## config.mk

```make
export PLATFORM = sky130hd
export DESIGN_NAME = mem_port_arbiter_flat
export DESIGN_NICKNAME = d
export VERILOG_FILES = /design/src/rtl/mem_port_arbiter_if.sv /design/src/rtl/mem_port_arbiter.sv /design/src/flat_wrapper.sv
export SDC_FILE = /design/constraint.sdc
export NUM_CORES = 1
export LEC_CHECK = 0
export BUFFER_PORTS_ARGS = -buffer_cell sky130_fd_sc_hd__buf_4
export CAP_MARGIN = 20
export CORE_ASPECT_RATIO = 0.5
export CORE_MARGIN = 5
export CORE_UTILIZATION = 49
export DETAILED_ROUTE_END_ITERATION = 10
export PLACE_DENSITY = 0.85
export SYNTH_ARGS = -nofsm -noshare
export SYNTH_HDL_FRONTEND = slang
export SYNTH_SLANG_ARGS = --single-unit
```

## constraint.sdc

```tcl
create_clock -name clock -period 2.65 [get_ports clock]
set_clock_uncertainty 0.15 [all_clocks]
set_input_delay 0.1325 -clock clock [delete_from_list [all_inputs] [get_ports clock]]
set_output_delay 0.1325 -clock clock [all_outputs]
set_load 0.02 [all_outputs]
```

## src/rtl/mem_port_arbiter_if.sv

```systemverilog
// Bundle of the arbiter's request, response and memory-port signals.
//   slave  : the arbiter side (takes requests and read data, drives ready, responses and memory)
//   master : the requesters plus memory side (drives requests and read data)
// Signal groups:
//   io_if_*  : fetch request/response (two consecutive instruction words)
//   io_lsu_* : RV32I load/store request/response
//   io_mem_* : synchronous single-ported byte-laned memory
interface mem_port_arbiter_if #(
  parameter int unsigned ADDR_W = 14
);
  logic              io_if_req_valid;
  logic              io_if_req_ready;
  logic [63:0]       io_if_req_addr;
  logic              io_if_resp_valid;
  logic [31:0]       io_if_resp_inst_0;
  logic [31:0]       io_if_resp_inst_1;

  logic              io_lsu_req_valid;
  logic              io_lsu_req_ready;
  logic [63:0]       io_lsu_req_addr;
  logic              io_lsu_req_wen;
  logic [31:0]       io_lsu_req_wdata;
  logic [2:0]        io_lsu_req_func3;
  logic              io_lsu_resp_valid;
  logic [31:0]       io_lsu_resp_data;
  logic              io_lsu_resp_misaligned;

  logic              io_mem_en;
  logic [ADDR_W-1:0] io_mem_addr;
  logic [3:0]        io_mem_wstrb;
  logic [31:0]       io_mem_wdata;
  logic [31:0]       io_mem_rdata;

  modport slave (
    input  io_if_req_valid, io_if_req_addr,
    input  io_lsu_req_valid, io_lsu_req_addr, io_lsu_req_wen, io_lsu_req_wdata, io_lsu_req_func3,
    input  io_mem_rdata,
    output io_if_req_ready, io_if_resp_valid, io_if_resp_inst_0, io_if_resp_inst_1,
    output io_lsu_req_ready, io_lsu_resp_valid, io_lsu_resp_data, io_lsu_resp_misaligned,
    output io_mem_en, io_mem_addr, io_mem_wstrb, io_mem_wdata
  );

  modport master (
    output io_if_req_valid, io_if_req_addr,
    output io_lsu_req_valid, io_lsu_req_addr, io_lsu_req_wen, io_lsu_req_wdata, io_lsu_req_func3,
    output io_mem_rdata,
    input  io_if_req_ready, io_if_resp_valid, io_if_resp_inst_0, io_if_resp_inst_1,
    input  io_lsu_req_ready, io_lsu_resp_valid, io_lsu_resp_data, io_lsu_resp_misaligned,
    input  io_mem_en, io_mem_addr, io_mem_wstrb, io_mem_wdata
  );
endinterface

```

## src/rtl/mem_port_arbiter.sv

```systemverilog
// Single-port controller sharing one synchronous byte-laned memory between instruction fetch
// (two consecutive words per request) and the LSU (RV32I loads/stores selected by func3).
// Ports:
//   clock : system clock
//   reset : synchronous, active-high; abandons any transaction in flight without a response
//   bus   : mem_port_arbiter_if.slave -- fetch/LSU handshakes, registered responses, memory port
module mem_port_arbiter #(
  parameter int unsigned ADDR_W         = 14,
  parameter int unsigned MAX_LSU_STREAK = 4
) (
  input logic               clock,
  input logic               reset,
  mem_port_arbiter_if.slave bus
);

  localparam int unsigned StreakW = $clog2(MAX_LSU_STREAK + 1);

  typedef enum logic [2:0] {
    StIdle, StFRd0, StFRd1, StFCap, StLRd, StLCap, StSWr, StResp
  } state_e;

  state_e             state_q;
  logic [StreakW-1:0] streak_q;
  logic [ADDR_W-1:0]  word_q;
  logic [1:0]         off_q;
  logic [2:0]         func3_q;
  logic [31:0]        wdata_q;
  logic [31:0]        inst0_q, inst1_q, lsu_data_q;
  logic               if_resp_valid_q, lsu_resp_valid_q, misaligned_q;

  logic grant_lsu, grant_if, idle_ok, if_hs, lsu_hs, lsu_fault;
  logic [31:0] load_data, rd_shift, store_wdata;
  logic [15:0] rd_half;
  logic [3:0]  store_strb;

  // Fetch is forced only while it is actually waiting and the LSU has used up its streak.
  assign grant_lsu = bus.io_lsu_req_valid &&
                     !(bus.io_if_req_valid && (streak_q >= StreakW'(MAX_LSU_STREAK)));
  assign grant_if  = bus.io_if_req_valid && !grant_lsu;
  assign idle_ok   = (state_q == StIdle) && !reset;

  assign bus.io_if_req_ready  = idle_ok && grant_if;
  assign bus.io_lsu_req_ready = idle_ok && grant_lsu;
  assign if_hs  = bus.io_if_req_valid && bus.io_if_req_ready;
  assign lsu_hs = bus.io_lsu_req_valid && bus.io_lsu_req_ready;

  // Alignment / encoding check on the live request; faults never touch memory.
  always_comb begin
    lsu_fault = 1'b1;
    unique case (bus.io_lsu_req_func3)
      3'b000: lsu_fault = 1'b0;
      3'b001: lsu_fault = bus.io_lsu_req_addr[0];
      3'b010: lsu_fault = (bus.io_lsu_req_addr[1:0] != 2'b00);
      3'b100: lsu_fault = bus.io_lsu_req_wen;
      3'b101: lsu_fault = bus.io_lsu_req_wen || bus.io_lsu_req_addr[0];
      default: lsu_fault = 1'b1;
    endcase
  end

  // Load lane select and extension from the word returned in L_CAP.
  always_comb begin
    rd_shift  = bus.io_mem_rdata >> {off_q, 3'b000};
    rd_half   = off_q[1] ? bus.io_mem_rdata[31:16] : bus.io_mem_rdata[15:0];
    load_data = bus.io_mem_rdata;
    unique case (func3_q)
      3'b000:  load_data = {{24{rd_shift[7]}}, rd_shift[7:0]};
      3'b001:  load_data = {{16{rd_half[15]}}, rd_half};
      3'b100:  load_data = {24'h0, rd_shift[7:0]};
      3'b101:  load_data = {16'h0, rd_half};
      default: load_data = bus.io_mem_rdata;
    endcase
  end

  // Store data is replicated across lanes so the strobes alone pick the target bytes.
  always_comb begin
    store_strb  = 4'b1111;
    store_wdata = wdata_q;
    unique case (func3_q)
      3'b000: begin
        store_strb  = 4'b0001 << off_q;
        store_wdata = {4{wdata_q[7:0]}};
      end
      3'b001: begin
        store_strb  = 4'b0011 << off_q;
        store_wdata = {2{wdata_q[15:0]}};
      end
      default: begin
        store_strb  = 4'b1111;
        store_wdata = wdata_q;
      end
    endcase
  end

  always_ff @(posedge clock) begin
    if (reset) begin
      state_q          <= StIdle;
      streak_q         <= '0;
      word_q           <= '0;
      off_q            <= '0;
      func3_q          <= '0;
      wdata_q          <= '0;
      inst0_q          <= '0;
      inst1_q          <= '0;
      lsu_data_q       <= '0;
      if_resp_valid_q  <= 1'b0;
      lsu_resp_valid_q <= 1'b0;
      misaligned_q     <= 1'b0;
    end else begin
      // Valid flags are set only on the edge into StResp, giving a one-cycle pulse.
      if_resp_valid_q  <= 1'b0;
      lsu_resp_valid_q <= 1'b0;
      unique case (state_q)
        StIdle: begin
          if (if_hs) begin
            word_q   <= bus.io_if_req_addr[ADDR_W+1:2];
            streak_q <= '0;
            state_q  <= StFRd0;
          end else if (lsu_hs) begin
            word_q  <= bus.io_lsu_req_addr[ADDR_W+1:2];
            off_q   <= bus.io_lsu_req_addr[1:0];
            func3_q <= bus.io_lsu_req_func3;
            wdata_q <= bus.io_lsu_req_wdata;
            if (streak_q < StreakW'(MAX_LSU_STREAK)) streak_q <= streak_q + StreakW'(1);
            if (lsu_fault) begin
              lsu_data_q       <= '0;
              misaligned_q     <= 1'b1;
              lsu_resp_valid_q <= 1'b1;
              state_q          <= StResp;
            end else begin
              state_q <= bus.io_lsu_req_wen ? StSWr : StLRd;
            end
          end
        end
        StFRd0: state_q <= StFRd1;
        StFRd1: begin
          inst0_q <= bus.io_mem_rdata;
          state_q <= StFCap;
        end
        StFCap: begin
          inst1_q         <= bus.io_mem_rdata;
          if_resp_valid_q <= 1'b1;
          state_q         <= StResp;
        end
        StLRd: state_q <= StLCap;
        StLCap: begin
          lsu_data_q       <= load_data;
          misaligned_q     <= 1'b0;
          lsu_resp_valid_q <= 1'b1;
          state_q          <= StResp;
        end
        StSWr: begin
          lsu_data_q       <= '0;
          misaligned_q     <= 1'b0;
          lsu_resp_valid_q <= 1'b1;
          state_q          <= StResp;
        end
        StResp: state_q <= StIdle;
        default: state_q <= StIdle;
      endcase
    end
  end

  // Memory enables are gated by reset so a store caught by reset is never written.
  assign bus.io_mem_en    = !reset && (state_q == StFRd0 || state_q == StFRd1 ||
                                       state_q == StLRd  || state_q == StSWr);
  assign bus.io_mem_addr  = (state_q == StFRd1) ? word_q + ADDR_W'(1) : word_q;
  assign bus.io_mem_wstrb = (!reset && state_q == StSWr) ? store_strb : 4'b0000;
  assign bus.io_mem_wdata = store_wdata;

  assign bus.io_if_resp_valid       = if_resp_valid_q;
  assign bus.io_if_resp_inst_0      = inst0_q;
  assign bus.io_if_resp_inst_1      = inst1_q;
  assign bus.io_lsu_resp_valid      = lsu_resp_valid_q;
  assign bus.io_lsu_resp_data       = lsu_data_q;
  assign bus.io_lsu_resp_misaligned = misaligned_q;

  // Upper byte-address bits and fetch byte offset are deliberately ignored.
  logic unused_addr_bits;
  assign unused_addr_bits = ^{bus.io_if_req_addr[63:ADDR_W+2], bus.io_if_req_addr[1:0],
                              bus.io_lsu_req_addr[63:ADDR_W+2]};

endmodule

```

## src/flat_wrapper.sv

```systemverilog
// flat-port wrapper written by rule: the top's interface ports become plain ports
module mem_port_arbiter_flat 
#(
  parameter int unsigned ADDR_W         = 14,
  parameter int unsigned MAX_LSU_STREAK = 4
)
  (clock, reset, bus_io_if_req_valid, bus_io_if_req_addr, bus_io_lsu_req_valid, bus_io_lsu_req_addr, bus_io_lsu_req_wen, bus_io_lsu_req_wdata, bus_io_lsu_req_func3, bus_io_mem_rdata, bus_io_if_req_ready, bus_io_if_resp_valid, bus_io_if_resp_inst_0, bus_io_if_resp_inst_1, bus_io_lsu_req_ready, bus_io_lsu_resp_valid, bus_io_lsu_resp_data, bus_io_lsu_resp_misaligned, bus_io_mem_en, bus_io_mem_addr, bus_io_mem_wstrb, bus_io_mem_wdata);
  mem_port_arbiter_if #(.ADDR_W(ADDR_W)) bus_i ();
  input logic clock;
  input logic reset;
  input wire logic [$bits(bus_i.io_if_req_valid)-1:0] bus_io_if_req_valid;
  input wire logic [$bits(bus_i.io_if_req_addr)-1:0] bus_io_if_req_addr;
  input wire logic [$bits(bus_i.io_lsu_req_valid)-1:0] bus_io_lsu_req_valid;
  input wire logic [$bits(bus_i.io_lsu_req_addr)-1:0] bus_io_lsu_req_addr;
  input wire logic [$bits(bus_i.io_lsu_req_wen)-1:0] bus_io_lsu_req_wen;
  input wire logic [$bits(bus_i.io_lsu_req_wdata)-1:0] bus_io_lsu_req_wdata;
  input wire logic [$bits(bus_i.io_lsu_req_func3)-1:0] bus_io_lsu_req_func3;
  input wire logic [$bits(bus_i.io_mem_rdata)-1:0] bus_io_mem_rdata;
  output wire logic [$bits(bus_i.io_if_req_ready)-1:0] bus_io_if_req_ready;
  output wire logic [$bits(bus_i.io_if_resp_valid)-1:0] bus_io_if_resp_valid;
  output wire logic [$bits(bus_i.io_if_resp_inst_0)-1:0] bus_io_if_resp_inst_0;
  output wire logic [$bits(bus_i.io_if_resp_inst_1)-1:0] bus_io_if_resp_inst_1;
  output wire logic [$bits(bus_i.io_lsu_req_ready)-1:0] bus_io_lsu_req_ready;
  output wire logic [$bits(bus_i.io_lsu_resp_valid)-1:0] bus_io_lsu_resp_valid;
  output wire logic [$bits(bus_i.io_lsu_resp_data)-1:0] bus_io_lsu_resp_data;
  output wire logic [$bits(bus_i.io_lsu_resp_misaligned)-1:0] bus_io_lsu_resp_misaligned;
  output wire logic [$bits(bus_i.io_mem_en)-1:0] bus_io_mem_en;
  output wire logic [$bits(bus_i.io_mem_addr)-1:0] bus_io_mem_addr;
  output wire logic [$bits(bus_i.io_mem_wstrb)-1:0] bus_io_mem_wstrb;
  output wire logic [$bits(bus_i.io_mem_wdata)-1:0] bus_io_mem_wdata;
  assign bus_i.io_if_req_valid = bus_io_if_req_valid;
  assign bus_i.io_if_req_addr = bus_io_if_req_addr;
  assign bus_i.io_lsu_req_valid = bus_io_lsu_req_valid;
  assign bus_i.io_lsu_req_addr = bus_io_lsu_req_addr;
  assign bus_i.io_lsu_req_wen = bus_io_lsu_req_wen;
  assign bus_i.io_lsu_req_wdata = bus_io_lsu_req_wdata;
  assign bus_i.io_lsu_req_func3 = bus_io_lsu_req_func3;
  assign bus_i.io_mem_rdata = bus_io_mem_rdata;
  assign bus_io_if_req_ready = bus_i.io_if_req_ready;
  assign bus_io_if_resp_valid = bus_i.io_if_resp_valid;
  assign bus_io_if_resp_inst_0 = bus_i.io_if_resp_inst_0;
  assign bus_io_if_resp_inst_1 = bus_i.io_if_resp_inst_1;
  assign bus_io_lsu_req_ready = bus_i.io_lsu_req_ready;
  assign bus_io_lsu_resp_valid = bus_i.io_lsu_resp_valid;
  assign bus_io_lsu_resp_data = bus_i.io_lsu_resp_data;
  assign bus_io_lsu_resp_misaligned = bus_i.io_lsu_resp_misaligned;
  assign bus_io_mem_en = bus_i.io_mem_en;
  assign bus_io_mem_addr = bus_i.io_mem_addr;
  assign bus_io_mem_wstrb = bus_i.io_mem_wstrb;
  assign bus_io_mem_wdata = bus_i.io_mem_wdata;
  mem_port_arbiter #(.ADDR_W(ADDR_W), .MAX_LSU_STREAK(MAX_LSU_STREAK)) u_core (.clock(clock), .reset(reset), .bus(bus_i));
endmodule
```

### Word level (Yosys, flattened, before mapping)

Cells that the tools add are included.
W data, S select, Z words.

| cells by class | value |
|---|---|
| multiplexer cells | 30 |
| order comparisons | 2 |
| bitwise operators | 1 |
| reductions and logical operators | 32 |
| shift operators | 3 |
| add/sub/neg operators | 2 |
| equal/unequal tests | 18 |

Operators with widths:

| cell | count |
|---|---|
| $pmux W32 S4 | 1 |
| $mux W32 | 3 |
| $pmux W32 S3 | 1 |
| $pmux W32 S2 | 1 |
| $mux W14 | 3 |
| $shr A32 B5 Y8 | 1 |
| $eq A3 B3 Y1 const B | 8 |
| $mux W3 | 6 |
| $pmux W3 S6 | 1 |
| $mux W16 | 1 |
| $add A14 B1 Y14 const B | 1 |
| $logic_and A1 B1 Y1 | 10 |
| $eq A3 B1 Y1 const B | 3 |
| $eq A3 B2 Y1 const B | 3 |
| $logic_not A3 Y1 | 3 |
| $pmux W4 S2 | 1 |
| $reduce_and A4 Y1 | 2 |
| $reduce_bool A2 Y1 | 4 |
| $mux W1 | 7 |
| $reduce_and A3 Y1 | 2 |
| $pmux W1 S5 | 1 |
| $logic_or A1 B1 Y1 | 4 |
| $mux W4 | 1 |
| $ne A2 B1 Y1 const B | 2 |
| other kinds (15) | 18 |

| word-level totals | value |
|---|---|
| register bits | 156 |
| output and inout bits | 152 |
| logic and storage cells | 100 |

### Longest topological paths before layout

Gate-level depths: netlist (run 1).

| logic depth | value |
|---|---|
| word-level depth | 10 |
| depth in mapped cells | 7 |

### Worst setup path after synthesis (run 1)

Ideal clock, no wire load.

| timing path | value |
|---|---|
| path type | register to output |
| start point | register u_core.state_q[1] |
| end point | output bus_io_mem_addr[8] |
| setup slack | 0.731 ns |
| cell stages (with the launch flop) | 6 |
| arrival time | 1.636 ns |
| cells stage by stage | dfxtp_1 -> buf_2 -> nor3b_2 -> nand4_2 -> nand2b_1 -> xnor2_1 |

| between the ends | value |
|---|---|
| longest elaborated chain between the ends | 2 |

Ends and longest elaborated chain:

| element | line | text |
|---|---|---|
| start: declaration | mem_port_arbiter.sv:22 | `state_e state_q;` |
| start signal: assignment | mem_port_arbiter.sv:96 | `state_q <= StIdle;` |
| start signal: assignment | mem_port_arbiter.sv:117 | `state_q <= StFRd0;` |
| start signal: assignment | mem_port_arbiter.sv:128 | `state_q <= StResp;` |
| $eq A3 B2 Y1 | mem_port_arbiter.sv:166 | `assign bus.io_mem_addr = (state_q == StFRd1) ? word_q + ADDR_W'(1) : word_q;` |
| $mux W14 | mem_port_arbiter.sv:166 |  |
| end: declaration | flat_wrapper.sv:28 | `output wire logic [$bits(bus_i.io_mem_addr)-1:0] bus_io_mem_addr;` |

No other way between the ends.

### Worst setup path after layout (run 1)

| timing path | value |
|---|---|
| start point | input bus_io_lsu_req_func3[2] |
| end point | register u_core.lsu_data_q[6], in the netlist u_core.bus.io_lsu_resp_data[6] |

| between the ends | value |
|---|---|
| longest elaborated chain between the ends | 4 |
| elaborated cells between the ends (all ways) | 8 |
| those cells by class | 5 x eq/ne; 1 x mux; 2 x reduce/logical |

Ends and longest elaborated chain:

| element | line | text |
|---|---|---|
| start: declaration | flat_wrapper.sv:17 | `input wire logic [$bits(bus_i.io_lsu_req_func3)-1:0] bus_io_lsu_req_func3;` |
| $eq A3 B3 Y1, or another cell as far along | mem_port_arbiter.sv:50 | `unique case (bus.io_lsu_req_func3)` |
| $pmux W1 S5 * | mem_port_arbiter.sv:50 |  |
| $ne A2 B1 Y1 (no line) * | - |  |
| $reduce_and A4 Y1 (no line) * | - |  |
| end signal: assignment | mem_port_arbiter.sv:146 | `lsu_data_q <= load_data;` |
| end: declaration | mem_port_arbiter.sv:28 | `logic [31:0] inst0_q, inst1_q, lsu_data_q;` |

Mark *: on every way between the ends. The rest lies on a longest branch, timed or not.
A chain may end at the register's enable or synchronous reset.

==> flow_summary.toml, run 1 <==
[run_status]
status = "complete, but fails checks"
violations = "negative hold slack, negative setup slack"

[detailed_routing]
wl_per_cell_um = 19.6
ant_nets = 0
drt-initial-drc-count = 799
wl_um = 26600
drt-pass1-iter-count = 5
vias_per_cell = 5.69
via_count = 7700
drc_errors = 0

[global_routing]
grtUsageTotal = 0.305
grt_pass1_wl_um = 40600
grt_max_degree = 53
grt_overflow = 0
grt_pass1_vias = 7635
antenna_found_initial = 2

[timing]
hold-worst-slack_ps = -2.13
tightest_slew_ps = 727
finalSetupTns_ps = -42.5
timing_max_transition_violations_final = 0
timing.fmax_mhz = 372
setup_viol = 2
fin_crit_ps = 2690
hold_viol_final = 1
slew_headroom = 0.515
fin_crit_sh = 1.02
fin_ws_ps = -39.8

[worst_setup_path]
endpoint_kind = "flip-flop"
critPathLaunchType = "input pin"
crit_chain = "dlygate4sd3_1 > buf_4 > nor4_1 > nor2_1 > a221oi_4 > buf_4 > o2bb2ai_1 > dlygate4sd3_1"
r2r_slack_ps = 40
worst-setup-path-type = "input pin to flip-flop"
arrival_ps = 2900
critPathMaxStageDelay_ps = 580
cp_max_fo = 33
worstPathRequired_ps = 2860
crit_slowest_cell = "dlygate4sd3_1"

[synth]
yosysWarnings = 0
synth_cell_type_count = 57
synth_seq_cells = 156
synth_area_leader_cell = "dfxtp_1"
yosysSeqAreaShare = 0.455
syn_area_um2 = 6860
syn_nets = 1022
synth_cells = 820
syn_avg_cell_area_um2 = 8.37
synth_edf_count = 0
async_reset_ff_frac = 0
synth_top_area_share = 0.455
synth.area.top_cells = "dfxtp_1 (45%), nand2_1 (12%), a21oi_1 (5.8%)"
ys_dominant_reg_cell = "dfxtp_1"

[cts]
cts_buffers = 17
clockBufferDepth = 2
path_clk_slew_ps = 60
clk-insertion-delay-late_ps = 420
root_buffer = "clkbuf_16"
cts_tree = "done"
cts.sinks = 156
htreeDepth = 4

[die]
core-area_um2 = 13600
dieArea_um2 = 16600
num_rows = 30
ios = 352
die_w_um = 177
start_util = 0.504
die_h_um = 93.7

[finish]
fin_nets = 1347
final_util = 0.764
n_fill_cell = 873
area_growth_pct = 51.7
drive_gt1_frac = 0.303
finish.instance_area_um2 = 10400

[job]
cap_viol_max_count = 0

[power]
power.share.clock = 0.337
pwr-share-comb = 0.273
peakVddDrop_uv = 419
p_leak_nw = 4.59
swShare = 0.341
p_per_area_nw_per_um2 = 676
p_int_mw = 4.64
p_sw_mw = 2.40
pwr-share-seq = 0.390

[placement]
place_hpwl_um = 15900
place_congestion = 0.839
dp_slack_ps = 476
placement.io_buffers = 253
place_area_um2 = 8840

[hold_path]
hold_class = "input pin to flip-flop"
## sequential cells by signal, indices dropped and copies added, names as in the netlist
signal,cells
u_core.bus.io_lsu_resp_valid,1
u_core.off_q,2
u_core.state_q,3
u_core.bus.io_lsu_resp_misaligned,1
u_core.streak_q,3
u_core.bus.io_if_resp_inst_1,32
u_core.bus.io_if_resp_valid,1
u_core.wdata_q,32
u_core.func3_q,3
u_core.bus.io_if_resp_inst_0,32
u_core.word_q,14
u_core.bus.io_lsu_resp_data,32
## logic make-up after synthesis
logic type	count (synthesis)	synth area share
buffers and inverters	73	0.0520
AO/OA/AOI/OAI	151	0.147
XOR/XNOR	16	0.0204
adder cells (fa/ha/maj)	2	0.00365
multiplexers	34	0.0558
AND/OR/NAND/NOR	388	0.267
flip-flops	156	0.455
## critical path, delay by kind of cell
kind	cells	cell delay, ps
buffers and inverters	4	1700
AND/OR/NAND/NOR	2	590
AO/OA/AOI/OAI	2	460
## final timing paths
path                                    start                          endpoint  depth (start not counted)
max                   bus_io_lsu_req_func3[2]    u_core.bus.io_lsu_resp_data[6]                          8
min                   bus_io_lsu_req_addr[11]                  u_core.word_q[9]                          3
max reg2reg                 u_core.state_q[2]                  u_core.word_q[4]                          6
min reg2reg  u_core.bus.io_if_resp_inst_1[23]  u_core.bus.io_if_resp_inst_1[23]                          2
## area by class of cell
class	instances	area (um^2)	share of cell area
Multi-Input combinational cell	591	3410	0.328
Clock buffer	19	443	0.0425
Timing Repair Buffer	371	3030	0.291
Tap cell	192	240	0.0231
Sequential cell	156	3130	0.300
Antenna cell	3	7.51	0.000721
Clock inverter	13	121	0.0117
Inverter	8	35.0	0.00336
## placed cells by master (no fill, tap or decap), types with 4 or more instances in the layout
master,netlist,routed
buf_4,11,274
nand2_1,216,216
dfxtp_1,156,154
dlygate4sd3_1,0,97
a21oi_1,80,80
nor2_1,57,55
nand3b_1,37,37
mux2_2,24,24
nand2b_1,17,17
nor3_1,17,17
clkbuf_16,0,17
a22o_1,16,16
o2bb2ai_1,15,15
nor4_1,14,14
mux2i_1,9,9
xor2_1,9,9
a221oi_1,8,8
o221ai_1,7,7
inv_1,7,7
xnor2_1,7,7
nand3_1,6,6
o21ai_0,6,6
inv_8,0,6
nor2b_1,4,4
nor3_2,4,4
## synthesized netlist by cell type, drive strengths merged, types with 2 or more instances
cell / number
a2111oi: 2
a211oi: 3
a21boi: 2
a21oi: 80
a221oi: 10
a22o: 16
a31oi: 3
and4: 2
buf: 36
clkbuf: 29
dfxtp: 156
ha: 2
inv: 8
mux2: 24
mux2i: 9
nand2: 216
nand2b: 18
nand3: 7
nand3b: 38
nand4: 2
nor2: 57
nor2b: 4
nor3: 21
nor4: 16
o21ai: 7
o221ai: 7
o2bb2ai: 15
o31ai: 2
xnor2: 7
xor2: 9
## power groups by stage
stage	Combinational [mW]	Clock [mW]	Sequential, mW
floorplan	0.916	0	2.84
global placement	1.65	0	2.76
detailed placement	1.69	0	2.77
CTS	1.83	2.37	2.72
global route	2.03	2.49	2.76
finish	1.92	2.38	2.74
## routing by layer
layer	global-route usage	share of wire	wire length, um	up-vias
li1	-	-	-	3469
met1	0.371	0.38	10000	3638
met2	0.525	0.49	13100	458
met3	0.0583	0.080	2130	135
met4	0.150	0.049	1300	0
met5	0	0	0	-
## stage by stage
stage | hold slack [ps] | instances | total power, mW
global route | 11.7 | 1352 | 7.29
CTS | 1.62 | 1348 | 6.93
global placement | 167 | 1219 | 4.41
floorplan | 81.4 | 820 | 3.75
finish | -2.13 | 1353 | 7.04
detailed placement | 170 | 1219 | 4.46
## timing repair
| action | CTS | global route |
|---|---|---|
| endpoints found under the hold margin | 149 | 0 |
| gates resized for setup | 0 | 6 |
| setup endpoints to repair | 0 | 19 |
| hold buffers | 97 | 0 |
| buffers inserted | 0 | 2 |
Power figures use the tool's default switching activity.
==> run 2: changes to the inputs <==
--- a/config.mk
+++ b/config.mk
@@ -12,6 +12,7 @@
 export CORE_UTILIZATION = 49
 export DETAILED_ROUTE_END_ITERATION = 10
 export PLACE_DENSITY = 0.85
+export SKIP_LAST_GASP = 1
 export SYNTH_ARGS = -nofsm -noshare
 export SYNTH_HDL_FRONTEND = slang
 export SYNTH_SLANG_ARGS = --single-unit
==> constraint.sdc (replaced) <==
create_clock -name clock -period 3.4 [get_ports clock]
set_clock_uncertainty 0.15 [all_clocks]
set_input_delay 0.17 -clock clock [delete_from_list [all_inputs] [get_ports clock]]
set_output_delay 0.17 -clock clock [all_outputs]
set_load 0.02 [all_outputs]
==> flow_summary.toml, run 2 (synthesized netlist as in run 1, its figures left out) <==
[placement]
place_congestion = 0.852
placement.io_buffers = 253
place_area_um2 = 8780
placed_cells = 1211
place_hpwl_um = 15600

[worst_setup_path]
endpoint_kind = "output port"
crit_start = "u_core.state_q[1]"
r2r_end = "u_core.word_q[0]"
critPathLaunchType = "flip-flop"
rr_worst_depth = 5
critPathMaxStageDelay_ps = 760
r2r_slack_ps = 350
r2r_start = "u_core.state_q[2]"
crit_chain = "nor3b_4 > nand4_2 > nand2b_1 > xnor2_1 > buf_4"
arrival_ps = 2800
cp_num_buf_inv = 1
crit_cells = 5
worstPathRequired_ps = 3080
crit_slowest_cell = "nor3b_4"
path_delay_family = "simple AND/OR/NAND/NOR gates"
cp_max_fo = 16
worst-setup-path-type = "flip-flop to output port"

[timing]
finalSetupTns_ps = 0
fin_crit_sh = 0.918
slew_headroom = 0.316
fin_crit_ps = 3120
tightest_slew_ps = 1020
hold_viol_final = 0
timing.fmax_mhz = 320
rsz0062_at_grt = "false"
timing_max_transition_violations_final = 0
setup_viol = 0

[detailed_routing]
ant_nets = 0
drt-pass1-iter-count = 5
wl_per_cell_um = 18.6
wl_um = 24900
via_count = 7448
drc_errors = 0
drt-initial-drc-count = 457
vias_per_cell = 5.55

[die]
num_rows = 30
core-area_um2 = 13600
ios = 352
die_h_um = 93.7
die_w_um = 177
dieArea_um2 = 16600
start_util = 0.504

[power]
pwr-share-seq = 0.390
swShare = 0.333
power.share.clock = 0.349
p_per_area_nw_per_um2 = 532
peakVddDrop_uv = 288
p_sw_mw = 1.83
p_int_mw = 3.66
pwr-share-comb = 0.261
p_leak_nw = 4.54

[finish]
layout_common_cells = "buf_4 (265), nand2_1 (216), dfxtp_1 (156)"
drive_gt1_frac = 0.296
area_growth_pct = 50.7
layout_commonest_cell = "buf_4"
fin_nets = 1337
finish.instance_area_um2 = 10300
layout.cells.non_filler = 1341
final_util = 0.759

[hold_path]
hold_depth = 3
whs_endpoint = "u_core.word_q[2]"
hold_start = "bus_io_lsu_req_addr[4]"
hold_class = "input pin to flip-flop"

[cts]
root_buffer = "clkbuf_16"
path_clk_slew_ps = 60
htreeDepth = 4
cts_buffers = 17
clockBufferDepth = 2
cts_setup_buffers = 0
clk-insertion-delay-late_ps = 420
cts_tree = "done"
cts.sinks = 156

[global_routing]
grt_max_degree = 68
grt_pass1_wl_um = 39300
grtUsageTotal = 0.293
antenna_found_initial = 1
grt_overflow = 0
grt_pass1_vias = 7599

[job]
cap_viol_max_count = 0

[run_status]
status = "finished clean"
-- run 2: worst register-to-register path: cells and delay by family (launching register included) --
| kind | cells | cell delay [ps] |
|---|---|---|
| flip-flops | 1 | 510 |
| buffers and inverters | 1 | 600 |
| AND/OR/NAND/NOR | 4 | 1750 |
-- run 2: per-stage QoR --
step	hold WS (ps)	total power [mW]	setup WS (ps)
floorplan	119	2.93	1440
global placement	204	3.42	949
detailed placement	208	3.46	846
CTS	17.4	5.46	354
global route	14.6	5.70	149
finish	17.3	5.50	278
-- run 2: metal layers --
layer,GRT usage,vias up,part of all wire,wire (um)
met5,0,-,0,0
met1,0.346,3514,0.38,9580
met2,0.523,396,0.50,12400
li1,-,3432,-,-
met4,0.140,0,0.046,1140
met3,0.0527,106,0.071,1770
-- run 2: how the worst max path moves through the flow --
| stage | to |
|---|---|
| 2_1_floorplan | bus_io_mem_addr[8] |
| 3_3_place_gp | bus_io_mem_addr[8] |
| 3_5_place_dp | bus_io_mem_addr[8] |
| 4_1_cts | bus_io_mem_addr[8] |
| 5_1_grt | bus_io_mem_addr[13] |
| 6_report | bus_io_mem_addr[8] |
-- run 2: what timing repair did --
action / 4_1_cts / 5_1_grt
hold buffers: 96 / 0
resized for setup: 0 / 0
hold endpoints to repair: 147 / 0
setup endpoints to repair: 0 / 0
-- run 2: area by class of cell --
type	count	area [um^2]
diodes	1	2.50
well taps	192	240
fillers	888	3280
flip-flops and latches	156	3120
inverters	8	30.0
clock inverters	14	150
clock buffers	18	439
repair buffers	361	2950
multi-input cells	591	3410
-- run 2: power groups by stage --
stage	Clock, mW	Combinational, mW	Sequential [mW]
after floorplan	0	0.714	2.21
after global placement	0	1.26	2.16
after detailed placement	0	1.29	2.17
after CTS	1.93	1.40	2.13
after global routing	2.01	1.53	2.16
final	1.92	1.43	2.14
